<file path="config.mk">
export PLATFORM = sky130hd
export DESIGN_NAME = uart_rx_core_flat
export DESIGN_NICKNAME = d
export VERILOG_FILES = /design/src/rtl/uart_rx_core_if.sv /design/src/rtl/uart_rx_core.sv /design/src/flat_wrapper.sv
export SDC_FILE = /design/constraint.sdc
export NUM_CORES = 1
export LEC_CHECK = 0
export ABC_AREA = 1
export ABC_CLOCK_PERIOD_IN_PS = 2100
export CORE_ASPECT_RATIO = 0.75
export CORE_MARGIN = 10
export CORE_UTILIZATION = 50
export DETAILED_ROUTE_END_ITERATION = 8
export PLACE_DENSITY = 0.71
export REMOVE_ABC_BUFFERS = 1
export SYNTH_ARGS = -nofsm -noshare
export SYNTH_HDL_FRONTEND = slang
export SYNTH_SLANG_ARGS = --single-unit
</file>
<file path="constraint.sdc">
create_clock -name clk -period 2.1 [get_ports clk]
set_input_delay 0.315 -clock clk [delete_from_list [all_inputs] [get_ports clk]]
set_output_delay 0.315 -clock clk [all_outputs]
set_load 0.005 [all_outputs]
</file>
<file path="src/rtl/uart_rx_core_if.sv">
// Receive-side handshake bundle between uart_rx_core (master) and the host RX buffer (slave).
interface uart_rx_core_if #(
  parameter int DATA_BITS = 8
);
  logic [DATA_BITS-1:0] data_out;
  logic                 valid;
  logic                 ready;
  logic                 frame_err;
  logic                 parity_err;

  modport master (
    output data_out, valid, frame_err, parity_err,
    input  ready
  );

  modport slave (
    input  data_out, valid, frame_err, parity_err,
    output ready
  );
endinterface

</file>
<file path="src/rtl/uart_rx_core.sv">
// Parametrised UART receiver: 2-flop input synchroniser, 3-sample majority vote per bit,
// optional run-time parity, 1 or 2 stop bits, valid/ready output, sticky overrun, break detect.
//
// state    | meaning
// ---------+---------------------------------------------------------------
// IDLE     | line idle, waiting for a tick with rx_s low
// START    | validating the start bit (false start returns to IDLE)
// DATA     | shifting in DATA_BITS data bits, LSB first
// PARITY   | capturing the parity bit (only when the latched mode is odd/even)
// STOP     | checking stop bit(s); leaves on the last stop bit's decision tick
// BRK_WAIT | break seen, waiting for the line to return high
module uart_rx_core #(
  parameter int DATA_BITS  = 8,
  parameter int OVERSAMPLE = 16,
  parameter int STOP_BITS  = 1
) (
  input  logic           clk,
  input  logic           rst,
  input  logic           baud_tick,
  input  logic           rx,
  input  logic [1:0]     parity_mode,
  uart_rx_core_if.master rx_if,
  output logic           overrun,
  input  logic           err_clr,
  output logic           break_det,
  output logic           busy
);
  localparam int CW = $clog2(OVERSAMPLE);
  localparam int BW = $clog2(DATA_BITS);
  localparam int M  = OVERSAMPLE / 2;
  localparam logic [CW-1:0] CNT_S0  = CW'(M - 1);
  localparam logic [CW-1:0] CNT_S1  = CW'(M);
  localparam logic [CW-1:0] CNT_DEC = CW'(M + 1);
  localparam logic [CW-1:0] CNT_END = CW'(OVERSAMPLE - 1);
  localparam logic [BW-1:0] LAST_BIT = BW'(DATA_BITS - 1);

  typedef enum logic [2:0] {IDLE, START, DATA, PARITY, STOP, BRK_WAIT} state_t;

  state_t               state_q, state_d;
  logic                 sync1_q, sync1_d, rx_s_q, rx_s_d;
  logic [CW-1:0]        cnt_q, cnt_d;
  logic [BW-1:0]        bit_idx_q, bit_idx_d;
  logic [1:0]           samp_q, samp_d;
  logic [DATA_BITS-1:0] shift_q, shift_d;
  logic [1:0]           par_mode_q, par_mode_d;
  logic                 par_bit_q, par_bit_d;
  logic                 any_one_q, any_one_d;
  logic                 stop_bad_q, stop_bad_d;
  logic                 stop_idx_q, stop_idx_d;
  logic [DATA_BITS-1:0] data_q, data_d;
  logic                 valid_q, valid_d, fe_q, fe_d, pe_q, pe_d;
  logic                 overrun_q, overrun_d, brk_q, brk_d, busy_q, busy_d;

  logic maj, commit, fe_new, pe_new, ovr_set;

  // Next-state logic: synchroniser, bit timing, frame FSM, commit/handshake and overrun.
  always_comb begin
    sync1_d    = rx;
    rx_s_d     = sync1_q;
    state_d    = state_q;
    cnt_d      = cnt_q;
    bit_idx_d  = bit_idx_q;
    samp_d     = samp_q;
    shift_d    = shift_q;
    par_mode_d = par_mode_q;
    par_bit_d  = par_bit_q;
    any_one_d  = any_one_q;
    stop_bad_d = stop_bad_q;
    stop_idx_d = stop_idx_q;
    data_d     = data_q;
    valid_d    = valid_q;
    fe_d       = fe_q;
    pe_d       = pe_q;
    overrun_d  = overrun_q;
    brk_d      = 1'b0;
    commit     = 1'b0;
    fe_new     = 1'b0;
    ovr_set    = 1'b0;

    maj = (samp_q[0] & samp_q[1]) | (samp_q[0] & rx_s_q) | (samp_q[1] & rx_s_q);

    unique case (par_mode_q)
      2'b01:   pe_new = ~(^shift_q ^ par_bit_q);
      2'b10:   pe_new = ^shift_q ^ par_bit_q;
      default: pe_new = 1'b0;
    endcase

    if (baud_tick) begin
      if (cnt_q == CNT_S0) samp_d[0] = rx_s_q;
      if (cnt_q == CNT_S1) samp_d[1] = rx_s_q;
      if (state_q != IDLE && state_q != BRK_WAIT)
        cnt_d = (cnt_q == CNT_END) ? '0 : cnt_q + 1'b1;

      unique case (state_q)
        IDLE: begin
          if (!rx_s_q) begin
            state_d = START;
            cnt_d   = CW'(1);
          end
        end
        START: begin
          if (cnt_q == CNT_DEC) begin
            if (maj) begin
              state_d = IDLE;
              cnt_d   = '0;
            end else begin
              par_mode_d = parity_mode;
              bit_idx_d  = '0;
              any_one_d  = 1'b0;
              stop_bad_d = 1'b0;
              stop_idx_d = 1'b0;
            end
          end else if (cnt_q == CNT_END) begin
            state_d = DATA;
          end
        end
        DATA: begin
          if (cnt_q == CNT_DEC) begin
            shift_d   = {maj, shift_q[DATA_BITS-1:1]};
            any_one_d = any_one_q | maj;
          end
          if (cnt_q == CNT_END) begin
            if (bit_idx_q == LAST_BIT)
              state_d = (par_mode_q == 2'b01 || par_mode_q == 2'b10) ? PARITY : STOP;
            else
              bit_idx_d = bit_idx_q + 1'b1;
          end
        end
        PARITY: begin
          if (cnt_q == CNT_DEC) begin
            par_bit_d = maj;
            any_one_d = any_one_q | maj;
          end
          if (cnt_q == CNT_END) state_d = STOP;
        end
        STOP: begin
          if (cnt_q == CNT_DEC) begin
            if (STOP_BITS == 2 && !stop_idx_q) begin
              // first of two stop bits: record it and run the full period
              stop_idx_d = 1'b1;
              stop_bad_d = ~maj;
              any_one_d  = any_one_q | maj;
            end else begin
              // last stop bit: leave half a bit early to resync on the next start edge
              cnt_d = '0;
              if (maj && !stop_bad_q) begin
                commit  = 1'b1;
                state_d = IDLE;
              end else if (any_one_q || maj) begin
                commit  = 1'b1;
                fe_new  = 1'b1;
                state_d = IDLE;
              end else begin
                brk_d   = 1'b1;
                state_d = BRK_WAIT;
              end
            end
          end
        end
        BRK_WAIT: begin
          if (rx_s_q) state_d = IDLE;
        end
        default: state_d = IDLE;
      endcase
    end

    if (valid_q && rx_if.ready) valid_d = 1'b0;
    if (commit) begin
      if (!valid_q || rx_if.ready) begin
        data_d  = shift_q;
        fe_d    = fe_new;
        pe_d    = pe_new;
        valid_d = 1'b1;
      end else begin
        ovr_set = 1'b1;
      end
    end

    if (ovr_set)      overrun_d = 1'b1;
    else if (err_clr) overrun_d = 1'b0;

    busy_d = (state_d != IDLE);
  end

  // State and registered outputs; reset abandons any frame in flight.
  always_ff @(posedge clk) begin
    if (rst) begin
      sync1_q    <= 1'b1;
      rx_s_q     <= 1'b1;
      state_q    <= IDLE;
      cnt_q      <= '0;
      bit_idx_q  <= '0;
      samp_q     <= '0;
      shift_q    <= '0;
      par_mode_q <= 2'b00;
      par_bit_q  <= 1'b0;
      any_one_q  <= 1'b0;
      stop_bad_q <= 1'b0;
      stop_idx_q <= 1'b0;
      data_q     <= '0;
      valid_q    <= 1'b0;
      fe_q       <= 1'b0;
      pe_q       <= 1'b0;
      overrun_q  <= 1'b0;
      brk_q      <= 1'b0;
      busy_q     <= 1'b0;
    end else begin
      sync1_q    <= sync1_d;
      rx_s_q     <= rx_s_d;
      state_q    <= state_d;
      cnt_q      <= cnt_d;
      bit_idx_q  <= bit_idx_d;
      samp_q     <= samp_d;
      shift_q    <= shift_d;
      par_mode_q <= par_mode_d;
      par_bit_q  <= par_bit_d;
      any_one_q  <= any_one_d;
      stop_bad_q <= stop_bad_d;
      stop_idx_q <= stop_idx_d;
      data_q     <= data_d;
      valid_q    <= valid_d;
      fe_q       <= fe_d;
      pe_q       <= pe_d;
      overrun_q  <= overrun_d;
      brk_q      <= brk_d;
      busy_q     <= busy_d;
    end
  end

  assign rx_if.data_out   = data_q;
  assign rx_if.valid      = valid_q;
  assign rx_if.frame_err  = fe_q;
  assign rx_if.parity_err = pe_q;
  assign overrun          = overrun_q;
  assign break_det        = brk_q;
  assign busy             = busy_q;
endmodule
</file>
<file path="src/flat_wrapper.sv">
// flat-port wrapper written by rule: the top's interface ports become plain ports
module uart_rx_core_flat 
#(
  parameter int DATA_BITS  = 8,
  parameter int OVERSAMPLE = 16,
  parameter int STOP_BITS  = 1
)
  (clk, rst, baud_tick, rx, parity_mode, overrun, err_clr, break_det, busy, rx_if_data_out, rx_if_valid, rx_if_frame_err, rx_if_parity_err, rx_if_ready);
  uart_rx_core_if #(.DATA_BITS(DATA_BITS)) rx_if_i ();
  input  logic clk;
  input  logic rst;
  input  logic baud_tick;
  input  logic rx;
  input  logic [1:0] parity_mode;
  output logic overrun;
  input  logic err_clr;
  output logic break_det;
  output logic busy;
  output wire logic [$bits(rx_if_i.data_out)-1:0] rx_if_data_out;
  output wire logic [$bits(rx_if_i.valid)-1:0] rx_if_valid;
  output wire logic [$bits(rx_if_i.frame_err)-1:0] rx_if_frame_err;
  output wire logic [$bits(rx_if_i.parity_err)-1:0] rx_if_parity_err;
  input wire logic [$bits(rx_if_i.ready)-1:0] rx_if_ready;
  assign rx_if_data_out = rx_if_i.data_out;
  assign rx_if_valid = rx_if_i.valid;
  assign rx_if_frame_err = rx_if_i.frame_err;
  assign rx_if_parity_err = rx_if_i.parity_err;
  assign rx_if_i.ready = rx_if_ready;
  uart_rx_core #(.DATA_BITS(DATA_BITS), .OVERSAMPLE(OVERSAMPLE), .STOP_BITS(STOP_BITS)) u_core (.clk(clk), .rst(rst), .baud_tick(baud_tick), .rx(rx), .parity_mode(parity_mode), .rx_if(rx_if_i), .overrun(overrun), .err_clr(err_clr), .break_det(break_det), .busy(busy));
endmodule
</file>
# After elaboration in Yosys (flattened, before gate mapping)

Index checks and enable logic that the tools add are counted.

Register bits: 40
Bits in read-only memories: 0
Bits in latches: 0
Memories: 0
RAM bits: 0
Logic and storage cells: 121
Input port bits: 8
Output and inout bits: 14

Reductions and logical operators: 23
Multiply operators: 0
Add/subtract/negate cells: 2
Eq/ne operators: 18
Bitwise gates (word level): 12
Shifts and indexed selects: 0
Divide/modulo/power cells: 0
Magnitude comparators: 0
Mux-type cells: 48

Operators with widths:

| operator                                             | number |
|---|---|
| 2-to-1 mux 3 bit                                     | 17 |
| 2-to-1 mux 4 bit                                     | 6 |
| 2-to-1 mux 1 bit                                     | 20 |
| case mux 3 bit (6 select lines)                      | 1 |
| equality test 4 bit (second input constant)          | 3 |
| case mux 4 bit (3 select lines)                      | 1 |
| equality test 3 bit (second input constant)          | 3 |
| parity 8 bit                                         | 1 |
| equality test 3 x 2 -> 1 bit (second input constant) | 2 |
| != test 2 x 1 -> 1 bit (second input constant)       | 3 |
| case mux 3 bit (2 select lines)                      | 1 |
| AND reduction 2 bit                                  | 3 |
| AND reduction 3 bit                                  | 2 |
| AND reduction 6 bit                                  | 1 |
| nonzero test 2 bit                                   | 3 |
| nonzero test 3 bit                                   | 2 |
| inverter 1 bit                                       | 5 |
| AND reduction 5 bit                                  | 1 |
| OR reduction 5 bit                                   | 1 |
| adder 4 x 1 -> 4 bit (second input constant)         | 1 |
| equality test 4 x 3 -> 1 bit (second input constant) | 1 |
| != test 2 bit (second input constant)                | 2 |
| case mux 1 bit (2 select lines)                      | 2 |
| AND reduction 4 bit                                  | 1 |
| 13 further kinds                                     | 20 |

# Longest topological paths before layout

Depth after elaboration: 11
Gate-level depth with buffers: 13
Depth with buffers taken out: 13

# Least setup slack after synthesis

No wires, ideal clock.

Path kind: register to register
Start point: reg u_core.cnt_q[0]
End point: reg u_core.bit_idx_q[1]
Clock period less this slack: 1.522 ns
Library setup time: 0.129 ns
Setup slack: 0.578 ns
Cell stages (with the launch flop): 11
Required time: 1.971 ns
Data arrival time: 1.393 ns
Path buffers: 0
Cell sequence: dfxtp_1 > ha_1 > nand2_1 > nor2_1 > inv_2 > nor2_1 > nor2_1 > nor2_2 > nand2_2 > a22oi_1 > nor2_1

Word-level cells in the longest chain between the ends: 3
Elaborated cells between the ends (all ways): 5
Classes of those cells: eq/ne: 4; reduce/logical: 1

Ends and longest elaborated chain:

| element                                 | RTL line                                 | source |
|---|---|---|
| start, declared                         | uart_rx_core.sv:41                       | `logic [CW-1:0] cnt_q, cnt_d;` |
| start signal, assigned                  | uart_rx_core.sv:211                      | `cnt_q <= cnt_d;` |
| equality test 4 bit (on tied branches)  | uart_rx_core.sv:122, uart_rx_core.sv:102 |  |
| != test 2 x 1 -> 1 bit (no source line) | -                                        |  |
| AND reduction 6 bit (no source line) *  | -                                        |  |
| end signal, assigned                    | uart_rx_core.sv:212                      | `bit_idx_q <= bit_idx_d;` |
| end, declared                           | uart_rx_core.sv:42                       | `logic [BW-1:0] bit_idx_q, bit_idx_d;` |

Every way passes the cells marked *; elsewhere a longest branch is shown, timed or not.
A chain may end at the register's enable or synchronous reset.

# Worst setup path in the final report

Start point: reg u_core.cnt_q[0]
End point: reg u_core.cnt_q[1]

Word-level cells in the longest chain between the ends: 6
Elaborated cells between the ends (all ways): 10
Classes of those cells: add/sub: 1; eq/ne: 2; mux: 7

Ends and longest elaborated chain:

| element                                                     | RTL line            | source |
|---|---|---|
| adder 4 x 1 -> 4 bit or equality test 4 bit (tied branches) | uart_rx_core.sv:92  | `cnt_d = (cnt_q == CNT_END) ? '0 : cnt_q + 1'b1;` |
| 2-to-1 mux 4 bit                                            | uart_rx_core.sv:92  |  |
| 2-to-1 mux 4 bit                                            | uart_rx_core.sv:91  | `if (state_q != IDLE && state_q != BRK_WAIT)` |
| 2-to-1 mux 4 bit                                            | uart_rx_core.sv:103 | `if (maj) begin` |
| 2-to-1 mux 4 bit                                            | uart_rx_core.sv:102 | `if (cnt_q == CNT_DEC) begin` |
| case mux 4 bit (3 select lines) *                           | uart_rx_core.sv:94  | `unique case (state_q)` |

Marked as above.

==> impl_metrics.yaml <==
timing:
  fmaxAchievable_mhz: 531
  setup_slack_ns: 0.218
  grt_setup_unrepaired: "no"
  skew_ns: 0.00428
  finalHoldViolations: 0
  min_period_ns: 1.88
  post-route-period-util_pct: 89.6
  drv_slew: 0
  tightest_slew_ns: 0.357
  slew_headroom_pct: 76.1
  tns_ns: 0
  setup-violations-final: 0
clocking:
  cts.clk_slew.worst_paths_ns: 0.07
  cts_resized: 0
  clock-sinks: 40
  cts_inserted_buffers: 5
  holdBufCountCts: 0
  cts_root_buf: "clkbuf_8"
  cts_buffer_depth: 2
  clk_latency_ns: 0.29
  h-tree-depth: 2
  cts_tree: "built"
  cts_setup_buffers: 0
worst_setup_path:
  critPathCaptureType: "flop"
  critical_path_class: "flop to flop"
  cp_max_fo: 5
  start_kind: "flop"
  cp_data_arrival_time_ns: 2.07
  required_ns: 2.29
cells_and_area:
  final_area_um2: 2520
  final_util_pct: 60.9
  instances_no_fill: 383
  drive_gt1_share_pct: 15.2
  layout.nets: 342
  diodes: 0
  area_growth_pct: 15.7
run:
  drv_cap: 0
detailed_routing:
  first_iter_violations: 160
  via_per_inst: 5.14
  vias: 1969
  drc: 0
  postRouteAntennaNets: 0
  wl_per_cell_um: 13.2
  dr.pass1.iters: 4
  routed_wl_mm: 5.07
global_route:
  grt_max_degree: 21
  grt_busiest_layer: "met1"
  grt_first_pass_wirelength_mm: 8.45
  antenna_found_initial: 0
  track_usage_pct: 14.0
  met2_usage_pct: 18.3
  use_met3_pct: 4.09
  grt_pass1_vias: 1809
  gr-total-overflow: 0
  globalRouteMet1Util_pct: 21.0
synth:
  async_reset_ff_share_pct: 0
  synth_cell_type_count: 35
  synthTopCellsByArea: "dfxtp_1 37%, nand2_1 9.5%, inv_1 6.6%"
  yosysWarningCount: 0
  synth_top_area_cell: "dfxtp_1"
  ys_seq_area_share_pct: 36.8
  synth.most_common_cell: "nand2_1"
  synth_top_area_share_pct: 36.8
  netlist_area_um2: 2170
  synth-seq-cells: 40
  netlist_instances: 300
  netlist_top_cells_count: "55 x nand2_1, 40 x dfxtp_1, 38 x inv_1"
  postSynthAreaPerCell_um2: 7.25
  synth-edff-count: 0
  synth_flop_cell: "dfxtp_1"
placement:
  io_buffers: 21
  gp_congestion: 0.893
  dp.cells: 375
  place_area_um2: 2430
  pre_cts_ws_ns: 0.258
  dpl.hpwl_mm: 3.72
floorplan:
  core_um2: 4130
  die_h_um: 77.1
  io_pins: 22
  dieWidth_um: 96.2
  start_util_pct: 52.7
  dieArea_um2: 7410
  rows: 20
outcome:
  status: "complete, no violations"
pwr:
  p_leak_nw: 1.10
  powerDensity_nw_per_um2: 542
  max-vdd-ir-drop_mv: 0.334
min_path:
  hold_class: "flop to flop"
-- logic make-up after synthesis --
family	count (synthesis)	synth area share (%)
buf+inv	55	11.6
fa+ha+maj	7	4.03
compound gates	69	19.0
simple gates	128	28.1
flops	40	36.8
xor+xnor	1	0.403
-- final cells by class --
| type | count | area, µm² |
|---|---|---|
| flip-flops and latches | 40 | 801 |
| fillers | 386 | 1610 |
| inverters | 48 | 180 |
| repair buffers | 27 | 255 |
| multi-input cells | 205 | 1120 |
| clock buffers | 8 | 90.1 |
| well taps | 55 | 68.8 |
-- through the flow --
| step | total power [W] | hold slack (ns) |
|---|---|---|
| CTS | 0.00138 | 0.430 |
| global route | 0.00142 | 0.437 |
| finish | 0.00136 | 0.424 |
| detailed placement | 0.000857 | 0.410 |
| floorplan | 0.000818 | 0.381 |
| global placement | 0.000856 | 0.394 |
-- report_power, final --
part | switching (W) | internal (W)
registers | 0.00000625 | 0.000763
logic | 0.0000419 | 0.0000303
clock network | 0.000255 | 0.000268
-- worst paths after layout --
path | slack (ns) | cells past startpoint | from | endpoint
setup / recovery | 0.22 | 8 | u_core.cnt_q[0]$_SDFFE_PP0P_ | u_core.cnt_q[1]$_SDFFE_PP0P_
hold reg to reg | 0.42 | 1 | u_core.rx_s_d$_SDFF_PP1_ | u_core.rx_s_q$_SDFF_PP1_
setup reg to reg | 0.22 | 8 | u_core.cnt_q[0]$_SDFFE_PP0P_ | u_core.cnt_q[1]$_SDFFE_PP0P_
hold / removal | 0.42 | 1 | u_core.rx_s_d$_SDFF_PP1_ | u_core.rx_s_q$_SDFF_PP1_
-- flip-flops by register name (all words and copies together), names as in the netlist, 2 cells and up --
name and flops:
u_core.cnt_q 4, u_core.state_q 3, u_core.samp_q 2, u_core.rx_if.data_out 8, u_core.shift_q 8, u_core.par_mode_q 2, u_core.bit_idx_q 3
-- cell usage in the layout, fill, tap and decap left out, drive strengths merged --
cell type	n
a21oi	24
clkdlybuf4s50	21
ha	7
or2	2
a311oi	1
nor3	5
nand3	15
a211oi	1
a221oi	1
buf	6
a31oi	8
nor2	39
a22oi	2
nand2	64
a2bb2oi	1
nand4	3
clkbuf	8
o22ai	1
dfxtp	40
inv	48
xor2	1
o21ai	29
o211ai	1
-- critical path: stages (launching register included) --
cell	delay, ns
dfxtp_1	0.44
ha_1	0.18
nand3_1	0.21
inv_1	0.18
nor2_1	0.06
nor3_1	0.31
nand4_1	0.21
o211ai_1	0.14
inv_1	0.05
-- routing by layer --
| layer | vias up | routed length, µm |
|---|---|---|
| li1 | 1028 | - |
| met5 | - | 0 |
| met2 | 66 | 1980 |
| met1 | 866 | 2640 |
| met4 | 0 | 65 |
| met3 | 9 | 381 |
Power figures use the tool's default switching activity.
